<file path="src/rtl/spc700_pkg.sv">
// Shared types and widths for the SPC700 audio RAM subsystem.
package spc700_pkg;
  localparam int ARAM_ADDR_W = 16;
  localparam int ARAM_DATA_W = 8;

  typedef enum logic [1:0] {
    OWN_NONE = 2'd0,
    OWN_DSP  = 2'd1,
    OWN_CPU  = 2'd2
  } aram_owner_t;
endpackage

</file>
<file path="src/rtl/aram_grant_select.sv">
// Per-edge winner selection: DSP has fixed priority unless the CPU has been
// passed over MAX_DSP_STREAK times in a row.
module aram_grant_select
  import spc700_pkg::*;
#(
  parameter int MAX_DSP_STREAK = 4,
  parameter int STREAK_W       = $clog2(MAX_DSP_STREAK + 1)
) (
  input  logic                dsp_elig,
  input  logic                cpu_elig,
  input  logic [STREAK_W-1:0] streak,
  output logic [1:0]          owner
);
  aram_owner_t sel;

  always_comb begin
    sel = OWN_NONE;
    if (dsp_elig && cpu_elig)
      sel = (int'(streak) >= MAX_DSP_STREAK) ? OWN_CPU : OWN_DSP;
    else if (dsp_elig)
      sel = OWN_DSP;
    else if (cpu_elig)
      sel = OWN_CPU;
  end

  assign owner = sel;
endmodule

</file>
<file path="src/rtl/aram_arbiter.sv">
// Arbitrates the single-port audio RAM between the DSP and the SPC700 CPU,
// one outstanding access per requester, acks routed back by an owner tag pipe.
module aram_arbiter
  import spc700_pkg::*;
#(
  parameter int RAM_READ_LATENCY = 1,
  parameter int MAX_DSP_STREAK   = 4
) (
  input  logic        clock,
  input  logic        reset,
  input  logic        dsp_req,
  input  logic [15:0] dsp_addr,
  input  logic        dsp_we,
  input  logic [7:0]  dsp_wdata,
  output logic        dsp_ack,
  output logic [7:0]  dsp_rdata,
  input  logic        cpu_req,
  input  logic [15:0] cpu_addr,
  input  logic        cpu_we,
  input  logic [7:0]  cpu_wdata,
  output logic        cpu_ack,
  output logic [7:0]  cpu_rdata,
  output logic [15:0] ram_address,
  output logic [7:0]  ram_wdata,
  output logic        ram_write_enable,
  input  logic [7:0]  ram_rdata,
  output logic        cpu_stalled
);
  localparam int L        = RAM_READ_LATENCY;
  localparam int STREAK_W = $clog2(MAX_DSP_STREAK + 1);

  logic                dsp_busy, cpu_busy;
  logic                dsp_elig, cpu_elig;
  logic                dsp_done, cpu_done;
  logic [STREAK_W-1:0] streak;
  logic [1:0]          owner;
  logic [L:0][1:0]     tag_pipe;

  // busy stays set through the ack edge, so a req still held at that edge is ignored
  assign dsp_elig    = dsp_req && !dsp_busy;
  assign cpu_elig    = cpu_req && !cpu_busy;
  assign dsp_done    = (tag_pipe[L] == OWN_DSP);
  assign cpu_done    = (tag_pipe[L] == OWN_CPU);
  assign cpu_stalled = cpu_req && (owner != OWN_CPU);

  aram_grant_select #(
    .MAX_DSP_STREAK (MAX_DSP_STREAK),
    .STREAK_W       (STREAK_W)
  ) u_sel (
    .dsp_elig (dsp_elig),
    .cpu_elig (cpu_elig),
    .streak   (streak),
    .owner    (owner)
  );

  always_ff @(posedge clock) begin
    if (reset) begin
      dsp_busy         <= 1'b0;
      cpu_busy         <= 1'b0;
      streak           <= '0;
      tag_pipe         <= '0;
      dsp_ack          <= 1'b0;
      cpu_ack          <= 1'b0;
      dsp_rdata        <= '0;
      cpu_rdata        <= '0;
      ram_address      <= '0;
      ram_wdata        <= '0;
      ram_write_enable <= 1'b0;
    end else begin
      tag_pipe <= {tag_pipe[L-1:0], owner};
      dsp_ack  <= dsp_done;
      cpu_ack  <= cpu_done;
      if (dsp_done) dsp_rdata <= ram_rdata;
      if (cpu_done) cpu_rdata <= ram_rdata;

      if (owner == OWN_DSP)  dsp_busy <= 1'b1;
      else if (dsp_done)     dsp_busy <= 1'b0;
      if (owner == OWN_CPU)  cpu_busy <= 1'b1;
      else if (cpu_done)     cpu_busy <= 1'b0;

      ram_write_enable <= 1'b0;
      if (owner == OWN_DSP) begin
        ram_address      <= dsp_addr;
        ram_wdata        <= dsp_wdata;
        ram_write_enable <= dsp_we;
      end else if (owner == OWN_CPU) begin
        ram_address      <= cpu_addr;
        ram_wdata        <= cpu_wdata;
        ram_write_enable <= cpu_we;
      end

      if (owner == OWN_CPU || !cpu_elig)
        streak <= '0;
      else if (owner == OWN_DSP && streak < STREAK_W'(MAX_DSP_STREAK))
        streak <= streak + 1'b1;
    end
  end
endmodule

</file>
<file path="config.mk">
export PLATFORM = sky130hd
export DESIGN_NAME = aram_arbiter
export DESIGN_NICKNAME = d
export VERILOG_FILES = /design/src/rtl/spc700_pkg.sv /design/src/rtl/aram_grant_select.sv /design/src/rtl/aram_arbiter.sv
export SDC_FILE = /design/constraint.sdc
export NUM_CORES = 1
export LEC_CHECK = 0
export BUFFER_PORTS_ARGS = -buffer_cell sky130_fd_sc_hd__buf_2
export CORE_MARGIN = 5
export CORE_UTILIZATION = 49
export CTS_CLUSTER_SIZE = 14
export DETAILED_ROUTE_END_ITERATION = 6
export PLACE_DENSITY = 0.86
export SLEW_MARGIN = 10
export SYNTH_ARGS = -nofsm -noshare
export SYNTH_HDL_FRONTEND = slang
export SYNTH_HIERARCHICAL = 1
export SYNTH_SLANG_ARGS = --single-unit
</file>
<file path="constraint.sdc">
create_clock -name clock -period 5.2 [get_ports clock]
set_input_delay 0.52 -clock clock [delete_from_list [all_inputs] [get_ports clock]]
set_output_delay 0.52 -clock clock [all_outputs]
set_load 0.03 [all_outputs]
</file>
* Yosys cells after proc, flatten, opt, wreduce, memory -nomap -nowiden
Cells that the tools add are included.
W data, S select, Z words.
** Word-level totals
- Register bits after elaboration :: 52
- Output and inout bits :: 44
- Input bits :: 62
- Logic and storage cells :: 47
** Operators by class
- $lt $le $gt $ge :: 2
- Equality and inequality tests :: 5
- Reduce and logical (&&, ||, !) cells :: 13
- Add/sub/neg operators :: 1
- Multiplexer cells :: 14
** Operators with widths (number)
- $mux W16 :: 2
- $mux W8 :: 2
- $mux W2 :: 4
- $mux W1 :: 6
- $reduce_bool A2 Y1 :: 3
- $logic_and A1 B1 Y1 :: 5
- $eq A2 B1 Y1 const B :: 2
- $eq A2 B2 Y1 const B :: 2
- $add A3 B1 Y3 const B :: 1
- $ge A3 B3 Y1 const B :: 1
- $logic_not A1 Y1 :: 3
- $lt A3 B3 Y1 const B :: 1
- $ne A2 B2 Y1 const B :: 1
- $reduce_or A2 Y1 :: 1
- $logic_or A1 B1 Y1 :: 1

* Depth between registers and ports, before layout
Gate-level depths: netlist of the first run.
- Depth after elaboration :: 8
- Depth in mapped cells :: 9

* Cells and area by module
Netlist of the first run, hierarchy kept.
** Modules (own cells, without submodules)
- aram_arbiter :: times used 1, cells an instance 223, area each 2162.1 um^2, sequential area each 1041.0 um^2
- aram_grant_select :: times used 1, cells an instance 3, area each 18.8 um^2, sequential area each 0.0 um^2

* Worst setup path after synthesis of the first run
OpenSTA, ideal clock, no wires.
- Kind :: input -> output
- Start :: in dsp_req
- End :: out cpu_stalled
- Slack :: 3.092 ns
- Data required time :: 4.680 ns
- Data arrival time :: 1.588 ns
- Cell stages on the path :: 5
- Buffers on the path :: 0
- Path through :: nor2b_1 -> a21boi_1 -> inv_1 -> ha_1 -> nor2b_1
** On the way
- Longest elaborated chain between the ends :: 5
- Elaborated cells on any way between the ends :: 6
** RTL lines
- start, declared :: line aram_arbiter.sv:11 : input logic dsp_req,
- $logic_and A1 B1 Y1 * :: line aram_arbiter.sv:40 : assign dsp_elig = dsp_req && !dsp_busy;
- $mux W2 or $logic_and A1 B1 Y1 (tied branches) :: line aram_grant_select.sv:20, aram_grant_select.sv:18
- $mux W2 * :: line aram_grant_select.sv:18 : if (dsp_elig && cpu_elig)
- named net owner[0] :: line aram_arbiter.sv:36 : logic [1:0] owner;
- $ne A2 B2 Y1 * :: line aram_arbiter.sv:44 : assign cpu_stalled = cpu_req && (owner != OWN_CPU);
- $logic_and A1 B1 Y1 * :: line aram_arbiter.sv:44
- end, declared :: line aram_arbiter.sv:27 : output logic cpu_stalled
The timed path passes the listed nets; every way through them passes the cells marked *.

* Final worst setup path of the first run
- Start :: reg dsp_busy
- End :: reg ram_wdata[1]
** On the way
- Longest elaborated chain between the ends :: 6
- Elaborated cells on any way between the ends :: 9
** RTL lines
- start, declared :: line aram_arbiter.sv:32 : logic dsp_busy, cpu_busy;
- start signal, assigned :: line aram_arbiter.sv:58 : dsp_busy <= 1'b0;
- start signal, assigned :: line aram_arbiter.sv:76 : if (owner == OWN_DSP) dsp_busy <= 1'b1;
- start signal, assigned :: line aram_arbiter.sv:77 : else if (dsp_done) dsp_busy <= 1'b0;
- $logic_not A1 Y1 * :: line aram_arbiter.sv:40
- $logic_and A1 B1 Y1 * :: line aram_arbiter.sv:40
- named net dsp_elig :: line aram_arbiter.sv:33 : logic dsp_elig, cpu_elig;
- $mux W2 or $logic_and A1 B1 Y1 (tied branches) :: line aram_grant_select.sv:20, aram_grant_select.sv:18
- $mux W2 * :: line aram_grant_select.sv:18
- named net owner[0] :: line aram_arbiter.sv:36
- $eq A2 B1 Y1 or $eq A2 B2 Y1 (tied branches) :: line aram_arbiter.sv:82, aram_arbiter.sv:86
- $mux W8 or $reduce_bool A2 Y1 (tied branches)
- end signal, assigned :: line aram_arbiter.sv:84 : ram_wdata <= dsp_wdata;
- end signal, assigned :: line aram_arbiter.sv:88 : ram_wdata <= cpu_wdata;
- end, declared :: line aram_arbiter.sv:24 : output logic [7:0] ram_wdata,
Marks and branches as above.
A chain may end at the register's enable or synchronous reset.

==> results_dict.tcl, run 1 <==
set metrics [dict create \
    setup_viol 0 \
    crit_slowest_cell "ha_1" \
    setup_tns_ps 0 \
    fin_cells 376 \
    hold_class "reg -> reg" \
    final_cell_mix "buf_2, dfxtp_1, nor2_1, nand2_1, mux2i_1" \
    die_x_um 76.7 \
    port_buffers 105 \
    wl_per_cell_um 12.9 \
    p_sw_uw 267 \
    grt_pass1_wl_um 8380 \
    fillers 367 \
    num_vias 1864 \
    status "finished clean" \
    dp_hpwl_um 3700 \
    dp.cells 368 \
    max_freq_ghz 0.412 \
    die_h_um 76.7 \
    tightest_slew_ps 1220 \
    clk_pin_slew_ps 80 \
    fin_crit_sh 0.467 \
    nets 389 \
    ant_nets 0 \
    cts_buffer_depth 2 \
    grt_usage 0.171 \
    yosys.area.top_type "dfxtp_1" \
    power.internal_uw 668 \
    n_antenna_cell 0 \
    postCtsSetupRepairBufs 0 \
    clock_insertion_delay_worst_skew_ps 300 \
    htreeDepth 2 \
    multi_input_area_um2 1040 \
    fp.coreArea_um2 4320 \
    power_frac_seq 0.473 \
    syn_area_um2 2180 \
    pwr-share-comb 0.246 \
    drv_slew 0 \
    skew_ps 9.75 \
    hold_buffers 0 \
    place_ws_ps 2470 \
    grt.overflow.total 0 \
    cts-resized-gates 0 \
    worstSetupStartpointType "register" \
    grt_pass1_vias 1997 \
    synthesis.nets 292 \
    synth_top_area_frac 0.477 \
    clkPwrFrac 0.281 \
    yosys_warnings 6 \
    netSwitchingFraction 0.286 \
    p_leak_uw 0.00141 \
    crit_fanout 24 \
    rsz0062_at_grt "false" \
    period_needed_ps 2430 \
    dieArea_um2 5890 \
    seq_area_frac_synth 0.477 \
    viasPerCell 4.96 \
    cellPowerDensity_nw_per_um2 334 \
    rows 24 \
    first_pass_iters 4 \
    ys_ff_latch 52 \
    path_class "reg -> reg" \
    grt_max_degree 51 \
    drv_cap 0 \
    cts_tree "built" \
    cp.required_ps 5350 \
    max_slew_margin 0.187 \
    cts_sinks 52 \
    syn-instance-count 226 \
    globalplace.congestion 0.752 \
    drive_above_1_share 0.423 \
    crit_chain "nor2b_1 -> a21boi_1 -> inv_1 -> ha_1 -> mux2i_1 -> nor2_1" \
    setup_ws_ps 2770 \
    final_common_cell "buf_2" \
    drc_errors 0 \
    regArea_um2 1040 \
    arrival_ps 2580 \
    wirelength_um 4850 \
    pin_count 106 \
    ys_types 19 \
    cts_root_buffer "clkbuf_8" \
    ir_drop_uv 181 \
    hold_violations 0 \
    initial_utilization 0.504 \
    syn_to_final_growth_pct 28.3 \
    syn_avg_cell_area_um2 9.65 \
    cts_buffers 5 \
    cp-end-kind "register" \
    antenna_found_initial 0 \
    max_stage_delay_ps 1110 \
    synthTopCellsByArea "dfxtp_1, mux2i_1, mux2_2, nand2_1, nor2_1" \
    dr.first_iter.drc_count 52 \
]
==> cell usage after synthesis <==
cell type	instances
mux2i_1	25
nand3b_1	1
and2b_1	1
clkbuf_1	7
ha_1	4
nor2_1	34
mux2_2	19
nand2_1	34
mux2_4	5
a21boi_1	2
dfxtp_1	52
nand2b_1	2
inv_1	3
buf_4	2
xnor2_1	1
buf_6	2
nor2b_1	7
a21oi_1	20
buf_2	5
==> worst paths after layout <==
kind / startpoint / endpoint / slack (ps) / cells after the start
worst max-delay path: dsp_busy / ram_wdata[1] / 2770 / 6
worst min-delay path: tag_pipe[0] / tag_pipe[2] / 440 / 1
worst max register to register: dsp_busy / ram_wdata[1] / 2770 / 6
worst min register to register: tag_pipe[0] / tag_pipe[2] / 440 / 1
==> sequential cells by signal (all words and copies together), names as in the netlist <==
name / count
cpu_ack: 1
ram_address: 16
streak: 3
cpu_rdata: 8
dsp_ack: 1
ram_wdata: 8
dsp_busy: 1
ram_write_enable: 1
dsp_rdata: 8
tag_pipe: 4
cpu_busy: 1
==> per-layer routing <==
| metal | up-vias | GRT usage | wire length [um] | part of all wire |
|---|---|---|---|---|
| li1 | 931 | - | - | - |
| met1 | 844 | 0.183 | 1970 | 0.41 |
| met2 | 82 | 0.295 | 2260 | 0.47 |
| met3 | 7 | 0.0667 | 533 | 0.11 |
| met4 | 0 | 0.0769 | 75 | 0.015 |
| met5 | - | 0 | 0 | 0 |
==> critical path: cells and delay by family, from the launching register on <==
kind / cells / cell delay (ps)
buf+inv: 1 / 100
flops: 1 / 330
mux: 1 / 310
compound gates: 1 / 230
simple gates: 2 / 200
fa+ha+maj: 1 / 1110
==> power groups by stage <==
stage | Clock [uW] | Sequential (uW) | Combinational, uW
2_1_floorplan | 0 | 503 | 116
3_3_place_gp | 0 | 451 | 226
3_5_place_dp | 0 | 451 | 233
4_1_cts | 272 | 443 | 232
5_1_grt | 286 | 447 | 251
6_report | 263 | 443 | 230
==> kinds of logic (layout without fill, tap and decap cells) <==
group	Yosys count	in the layout	synth area share
AO/OA/AOI/OAI	22	22	0.0528
XOR/XNOR	1	1	0.00402
adder cells (fa/ha/maj)	4	4	0.0229
buffers and inverters	19	117	0.0459
flip-flops	52	52	0.477
multiplexers	49	49	0.247
AND/OR/NAND/NOR	79	79	0.150
==> layout make-up <==
class,instances,area share
inverters,3,0.00403
clock buffers,6,0.0259
clock inverters,2,0.0125
repair buffers,106,0.191
well taps,52,0.0233
multi-input cells,155,0.372
flip-flops and latches,52,0.372
==> through the flow <==
stage / hold slack (ps) / utilization / total power, uW / area (um^2)
after floorplan: 414 / - / 619 / 2180
after global placement: 419 / 0.622 / 677 / 2690
after detailed placement: 432 / 0.622 / 684 / 2690
after CTS: 442 / 0.647 / 947 / 2800
after global routing: 462 / 0.647 / 983 / 2800
final: 442 / 0.647 / 935 / 2800
Note: power is estimated with default switching activity, not from simulation.
==> run 2, diff against run 1 <==
--- a/config.mk
+++ b/config.mk
@@ -7,10 +7,10 @@
 export LEC_CHECK = 0
 export BUFFER_PORTS_ARGS = -buffer_cell sky130_fd_sc_hd__buf_2
 export CORE_MARGIN = 5
-export CORE_UTILIZATION = 49
+export CORE_UTILIZATION = 41
 export CTS_CLUSTER_SIZE = 14
 export DETAILED_ROUTE_END_ITERATION = 6
-export PLACE_DENSITY = 0.86
+export PLACE_DENSITY = 0.77
 export SLEW_MARGIN = 10
 export SYNTH_ARGS = -nofsm -noshare
 export SYNTH_HDL_FRONTEND = slang
==> constraint.sdc (replaced) <==
create_clock -name clock -period 2.1 [get_ports clock]
set_input_delay 0.21 -clock clock [delete_from_list [all_inputs] [get_ports clock]]
set_output_delay 0.21 -clock clock [all_outputs]
set_load 0.03 [all_outputs]
==> run 2 against run 1 <==
Against the previous run: setup slack got worse by 2600 ps; highest routed layer unchanged; worst hold slack got worse by 300 ps; flip-flop and latch count unchanged; die area increased by 17%; non-clock buffer count increased by 3; sequential share of layout area decreased by 0.70 points; largest power group unchanged.
==> results_dict.tcl, run 2 (synthesis gave the netlist of run 1 again) <==
set metrics [dict create \
    die_x_um 82.9 \
    grt_usage 0.148 \
    holdWs_ps 142 \
    num_vias 1859 \
    die_h_um 82.9 \
    worstHoldPathCells 3 \
    arrival_ps 1700 \
    rsz0062_at_grt "false" \
    fp.coreArea_um2 5140 \
    hold_class "in -> reg" \
    clock_insertion_delay_worst_skew_ps 300 \
    first_pass_iters 4 \
    multi_input_area_um2 1040 \
    drive_above_1_share 0.434 \
    rows 26 \
    r2r_cells 7 \
    dieArea_um2 6880 \
    cp-end-kind "output pin" \
    globalRouteMet1Util 0.179 \
    tightest_slew_ps 600 \
    fillers 494 \
    setup_tns_ps 0 \
    initial_utilization 0.424 \
    path_class "reg -> out" \
    max_freq_ghz 0.522 \
    rrSetupSlack_ps 200 \
    crit_fanout 3 \
    drv_cap 0 \
    fin_crit_sh 0.912 \
    ir_drop_uv 412 \
    r2r-start "dsp_busy" \
    p_leak_uw 0.00141 \
    skew_ps 5.05 \
    drv_slew 0 \
    rr_endpoint "ram_address[5]" \
    setup_viol 0 \
    grt_max_degree 33 \
    nets 392 \
    top_usage_layer "met2" \
    place_ws_ps 116 \
    dp_hpwl_um 3670 \
    final_cell_mix "buf_2, dfxtp_1, nor2_1, nand2_1, mux2i_1" \
    period_needed_ps 1910 \
    ant_nets 0 \
    grt.met3_usage 0.0673 \
    cts_buffers 5 \
    cts_sinks 52 \
    final_common_cell "buf_2" \
    cts_buffer_depth 2 \
    viasPerCell 4.68 \
    wl_per_cell_um 12.4 \
    cellPowerDensity_nw_per_um2 789 \
    clk_pin_slew_ps 90 \
    hold_violations 0 \
    status "finished clean" \
    htreeDepth 2 \
    finalPower_uw 2250 \
    dr.first_iter.drc_count 36 \
    grt_pass1_vias 1932 \
    max_slew_margin 0.600 \
    hp-start "ram_rdata[4]" \
    use_met2 0.233 \
    cp.required_ps 1890 \
    pin_count 106 \
    postLayoutCoreUtil 0.555 \
    n_antenna_cell 0 \
    holdPathEnd "cpu_rdata[4]" \
    setup_ws_ps 185 \
    hold_buffers 0 \
    largest_reg_flops 16 \
    syn_to_final_growth_pct 30.8 \
    grt.overflow.total 0 \
    cts_tree "built" \
    worstSetupStartpointType "register" \
    postCtsSetupRepairBufs 0 \
    regArea_um2 1040 \
    port_buffers 105 \
    regMostFlops "ram_address" \
    drc_errors 0 \
    globalplace.congestion 0.726 \
    antenna_found_initial 0 \
    wirelength_um 4930 \
    cts_root_buffer "clkbuf_8" \
    grt_pass1_wl_um 8490 \
]
## run 2: cell count changes in the layout (fill, tap and decap cells not counted)
cell	delta
buf_8	+1
a21boi_2	+1
a21boi_1	-1
buf_12	+1
bufinv_16	-1
clkinv_4	+1
buf_4	+1
clkinvlp_4	+2
clkinv_2	-1
clkbuf_1	-1
## run 2: worst max-delay path: stages, from the launching register on
cell      delay (ps)
dfxtp_1          320
nor2b_1          190
a21boi_1         250
inv_1            110
ha_1             230
nor2b_1          110
buf_2            210
## run 2: per-layer routing
layer / up-vias / part of all wire
met2: 86 / 0.43
met1: 833 / 0.45
met5: - / 0
li1: 933 / -
met3: 7 / 0.11
met4: 0 / 0.012
## run 2: metrics by stage
step / cell area, um^2 / cells
3_3_place_gp: 2750 / 389
3_5_place_dp: 2750 / 389
6_report: 2850 / 397
2_1_floorplan: 2180 / 226
5_1_grt: 2850 / 397
4_1_cts: 2840 / 397
## run 2: area by class of cell
type | count | share of cell area
multi-input cells | 155 | 0.366
flip-flops and latches | 52 | 0.365
repair buffers | 109 | 0.202
well taps | 70 | 0.0307
clock buffers | 5 | 0.0241
clock inverters | 3 | 0.00834
inverters | 3 | 0.00395
## run 2: worst max path at each step
stage              from         endpoint  slack, ps
6_report       dsp_busy      cpu_stalled        190
5_1_grt        dsp_busy      cpu_stalled         10
4_1_cts        dsp_busy     ram_wdata[4]        130
3_5_place_dp    cpu_req  ram_address[10]        120
3_3_place_gp    cpu_req   ram_address[1]        210
2_1_floorplan  cpu_busy  ram_address[10]        300
## run 2: report_power, final
part,internal [uW],leakage (uW),switching [uW]
sequential,1060,0.000426,35.6
clock,236,0.0000404,333
combinational,253,0.000947,333
total,1550,0.00141,701
## run 2: what timing repair did
action	CTS	global route
endpoints found under the hold margin	0	0
setup endpoints to repair	0	23
gates resized for setup	0	3
==> run 3, diff against run 2 <==
--- a/config.mk
+++ b/config.mk
@@ -5,12 +5,14 @@
 export SDC_FILE = /design/constraint.sdc
 export NUM_CORES = 1
 export LEC_CHECK = 0
+export ABC_AREA = 1
 export BUFFER_PORTS_ARGS = -buffer_cell sky130_fd_sc_hd__buf_2
 export CORE_MARGIN = 5
-export CORE_UTILIZATION = 41
+export CORE_UTILIZATION = 43
 export CTS_CLUSTER_SIZE = 14
 export DETAILED_ROUTE_END_ITERATION = 6
-export PLACE_DENSITY = 0.77
+export GPL_TIMING_DRIVEN = 0
+export PLACE_DENSITY = 0.78
 export SLEW_MARGIN = 10
 export SYNTH_ARGS = -nofsm -noshare
 export SYNTH_HDL_FRONTEND = slang
==> run 3 against run 2 <==
Against the previous run: setup slack better by 56 ps; total power up 10%; clock skew up 8.6 ps; largest power group unchanged; global-route usage up 1.5 points; critical path depth up 1; critical path type unchanged; routed wire length up 21%; die area up 9.2%; worst hold slack worse by 43 ps; core utilization up 0.12 points.
==> results_dict.tcl, run 3 <==
set metrics [dict create \
    period_needed_ps 1860 \
    grt.overflow.total 0 \
    cts_buffer_depth 2 \
    finalPower_uw 2480 \
    wirelength_um 5960 \
    final_cell_mix "nor2_1, buf_2, nand2_1" \
    ys.flop_type "dfxtp_1" \
    r2r-start "dsp_busy" \
    grt_pass1_vias 2452 \
    yosys_warnings 6 \
    holdPathEnd "tag_pipe[2]" \
    viasPerCell 4.44 \
    globalplace.congestion 0.828 \
    setup_viol 0 \
    dieArea_um2 7510 \
    worstHoldPathCells 2 \
    worstSetupStartpointType "register" \
    dr.max_layer_used "met4" \
    status "finished clean" \
    setup_tns_ps 0 \
    rsz0062_at_grt "false" \
    fp.coreArea_um2 5820 \
    tightest_slew_ps 341 \
    syn_area_um2 2530 \
    wl_met3_um 622 \
    drv_cap 0 \
    syn-instance-count 365 \
    async_flop_share 0 \
    clk_pin_slew_ps 100 \
    nets 542 \
    yosys-top-cells-count "nor2_1, nand2_1, dfxtp_1" \
    wl_per_cell_um 10.8 \
    fillers 597 \
    ys_types 22 \
    port_buffers 104 \
    rr_endpoint "ram_address[11]" \
    syn_avg_cell_area_um2 6.92 \
    path_buf_inv 3 \
    rrSetupSlack_ps 260 \
    hp-start "reset" \
    num_vias 2450 \
    regMostFlops "ram_address" \
    max_stage_delay_ps 330 \
    postCtsSetupRepairBufs 0 \
    yosys.area.top_type "dfxtp_1" \
    cp.required_ps 1890 \
    cts_sinks 52 \
    clock_insertion_delay_worst_skew_ps 310 \
    ir_drop_uv 341 \
    cp-end-kind "output pin" \
    die_x_um 86.7 \
    synthesis.nets 431 \
    n_antenna_cell 0 \
    pin_count 106 \
    synth_top_area_frac 0.412 \
    final_common_cell "nor2_1" \
    p_leak_uw 0.00177 \
    max_slew_margin 0.773 \
    arrival_ps 1650 \
    hold_violations 0 \
    hold_class "in -> reg" \
    max_freq_ghz 0.538 \
    ant_nets 0 \
    crit_family "buffers and inverters" \
    cts_root_buffer "clkbuf_8" \
    grt_usage 0.163 \
    synth_edf_count 0 \
    drc_errors 0 \
    dr.first_iter.drc_count 54 \
    drv_slew 0 \
    ys_ff_latch 52 \
    rows 28 \
    crit_slowest_cell "dfxtp_1" \
    crit_chain "nor2_1 -> inv_1 -> a21oi_1 -> inv_1 -> ha_1 -> nor2_1 -> buf_2" \
    hold_buffers 0 \
    cts_buffers 5 \
    cellPowerDensity_nw_per_um2 767 \
    die_h_um 86.7 \
    synth.most_common_cell "nor2_1" \
    synthTopCellsByArea "dfxtp_1, nor2_1, nand2_1, inv_1, buf_6" \
    largest_reg_flops 16 \
    initial_utilization 0.435 \
    drt-met1-wl_um 2460 \
    syn_to_final_growth_pct 27.9 \
    crit_fanout 3 \
    fin_crit_sh 0.885 \
    seq_area_frac_synth 0.412 \
    wl_met2_um 2790 \
    drive_above_1_share 0.335 \
    grt_pass1_wl_um 9990 \
    path_class "reg -> out" \
    antenna_found_initial 0 \
    skew_ps 13.6 \
    dp_hpwl_um 4730 \
    cts_tree "built" \
    htreeDepth 2 \
    dp.cells 544 \
    grt_max_degree 18 \
    r2r_cells 11 \
    first_pass_iters 4 \
    fin_cells 552 \
]
-- run 3: cell count changes after synthesis, moves of 7 or more --
cell | previous run | this run
nor2_1 | 34 | 115
inv_1 | 3 | 42
mux2i_1 | 25 | 0
nand2_1 | 34 | 55
o21ai_0 | 0 | 20
mux2_2 | 19 | 0
nand2_2 | 0 | 18
nand3_1 | 0 | 18
a21oi_1 | 20 | 5
buf_6 | 2 | 10
nor2b_1 | 7 | 0
-- run 3: worst reg2reg max path, cell delays in order (launching register included) --
cell and delay, ps:
dfxtp_1 330, nor2_1 140, inv_1 70, a21oi_1 180, inv_1 110, ha_1 320, inv_2 80, buf_6 140
buf_6 150, nand2_1 70, nor2_1 120, nor2_2 40
-- run 3: worst max path at each step --
stage / startpoint / endpoint / slack (ps) / cells after the start
after floorplan: dsp_busy / ram_address[11] / 490 / 11
after global placement: dsp_req / ram_address[13] / 270 / 11
after detailed placement: dsp_req / ram_address[11] / 230 / 11
after CTS: dsp_busy / ram_address[13] / 200 / 9
after global routing: dsp_busy / ram_address[0] / 60 / 9
final: dsp_busy / cpu_stalled / 240 / 7
-- run 3: area by class of cell --
| type | instances | area, um^2 | share of cell area |
|---|---|---|---|
| Sequential cell | 52 | 1040 | 0.322 |
| Buffer | 18 | 196 | 0.0608 |
| Tap cell | 75 | 93.8 | 0.0290 |
| Clock buffer | 5 | 68.8 | 0.0213 |
| Timing Repair Buffer | 104 | 520 | 0.161 |
| Multi-Input combinational cell | 246 | 1090 | 0.339 |
| Inverter | 49 | 196 | 0.0608 |
| Clock inverter | 3 | 21.3 | 0.00658 |
-- run 3: kinds of logic after synthesis --
| kind of cell | share of synthesized area |
|---|---|
| flip-flops | 0.412 |
| buffers and inverters | 0.155 |
| adder cells (fa/ha/maj) | 0.0198 |
| AO/OA/AOI/OAI | 0.0629 |
| AND/OR/NAND/NOR | 0.350 |
-- run 3: layer usage --
layer,vias up,GRT usage
met2,83,0.290
met4,0,0.0510
li1,1309,-
met1,1048,0.180
met5,-,0
met3,10,0.0580
-- run 3: repair_timing --
| item | 4_1_cts | 5_1_grt |
|---|---|---|
| hold endpoints to repair | 0 | 0 |
| gates resized for setup | 0 | 2 |
| setup endpoints to repair | 0 | 4 |
-- run 3: through the flow --
| stage | hold WS, ps | worst slack (ps) | area (um^2) | utilization |
|---|---|---|---|---|
| 4_1_cts | 91.7 | 200 | 3230 | 0.556 |
| 3_3_place_gp | 391 | 271 | 3140 | 0.540 |
| 6_report | 99.4 | 241 | 3230 | 0.556 |
| 5_1_grt | 102 | 61.5 | 3230 | 0.556 |
| 2_1_floorplan | 355 | 491 | 2530 | - |
| 3_5_place_dp | 395 | 235 | 3140 | 0.540 |
-- run 3: power breakdown --
| part | internal (uW) | leakage [uW] | switching [uW] |
|---|---|---|---|
| Clock | 237 | 0.0000445 | 350 |
| Combinational | 278 | 0.00129 | 486 |
| Sequential | 1080 | 0.000428 | 45.2 |
| Total | 1600 | 0.00177 | 881 |
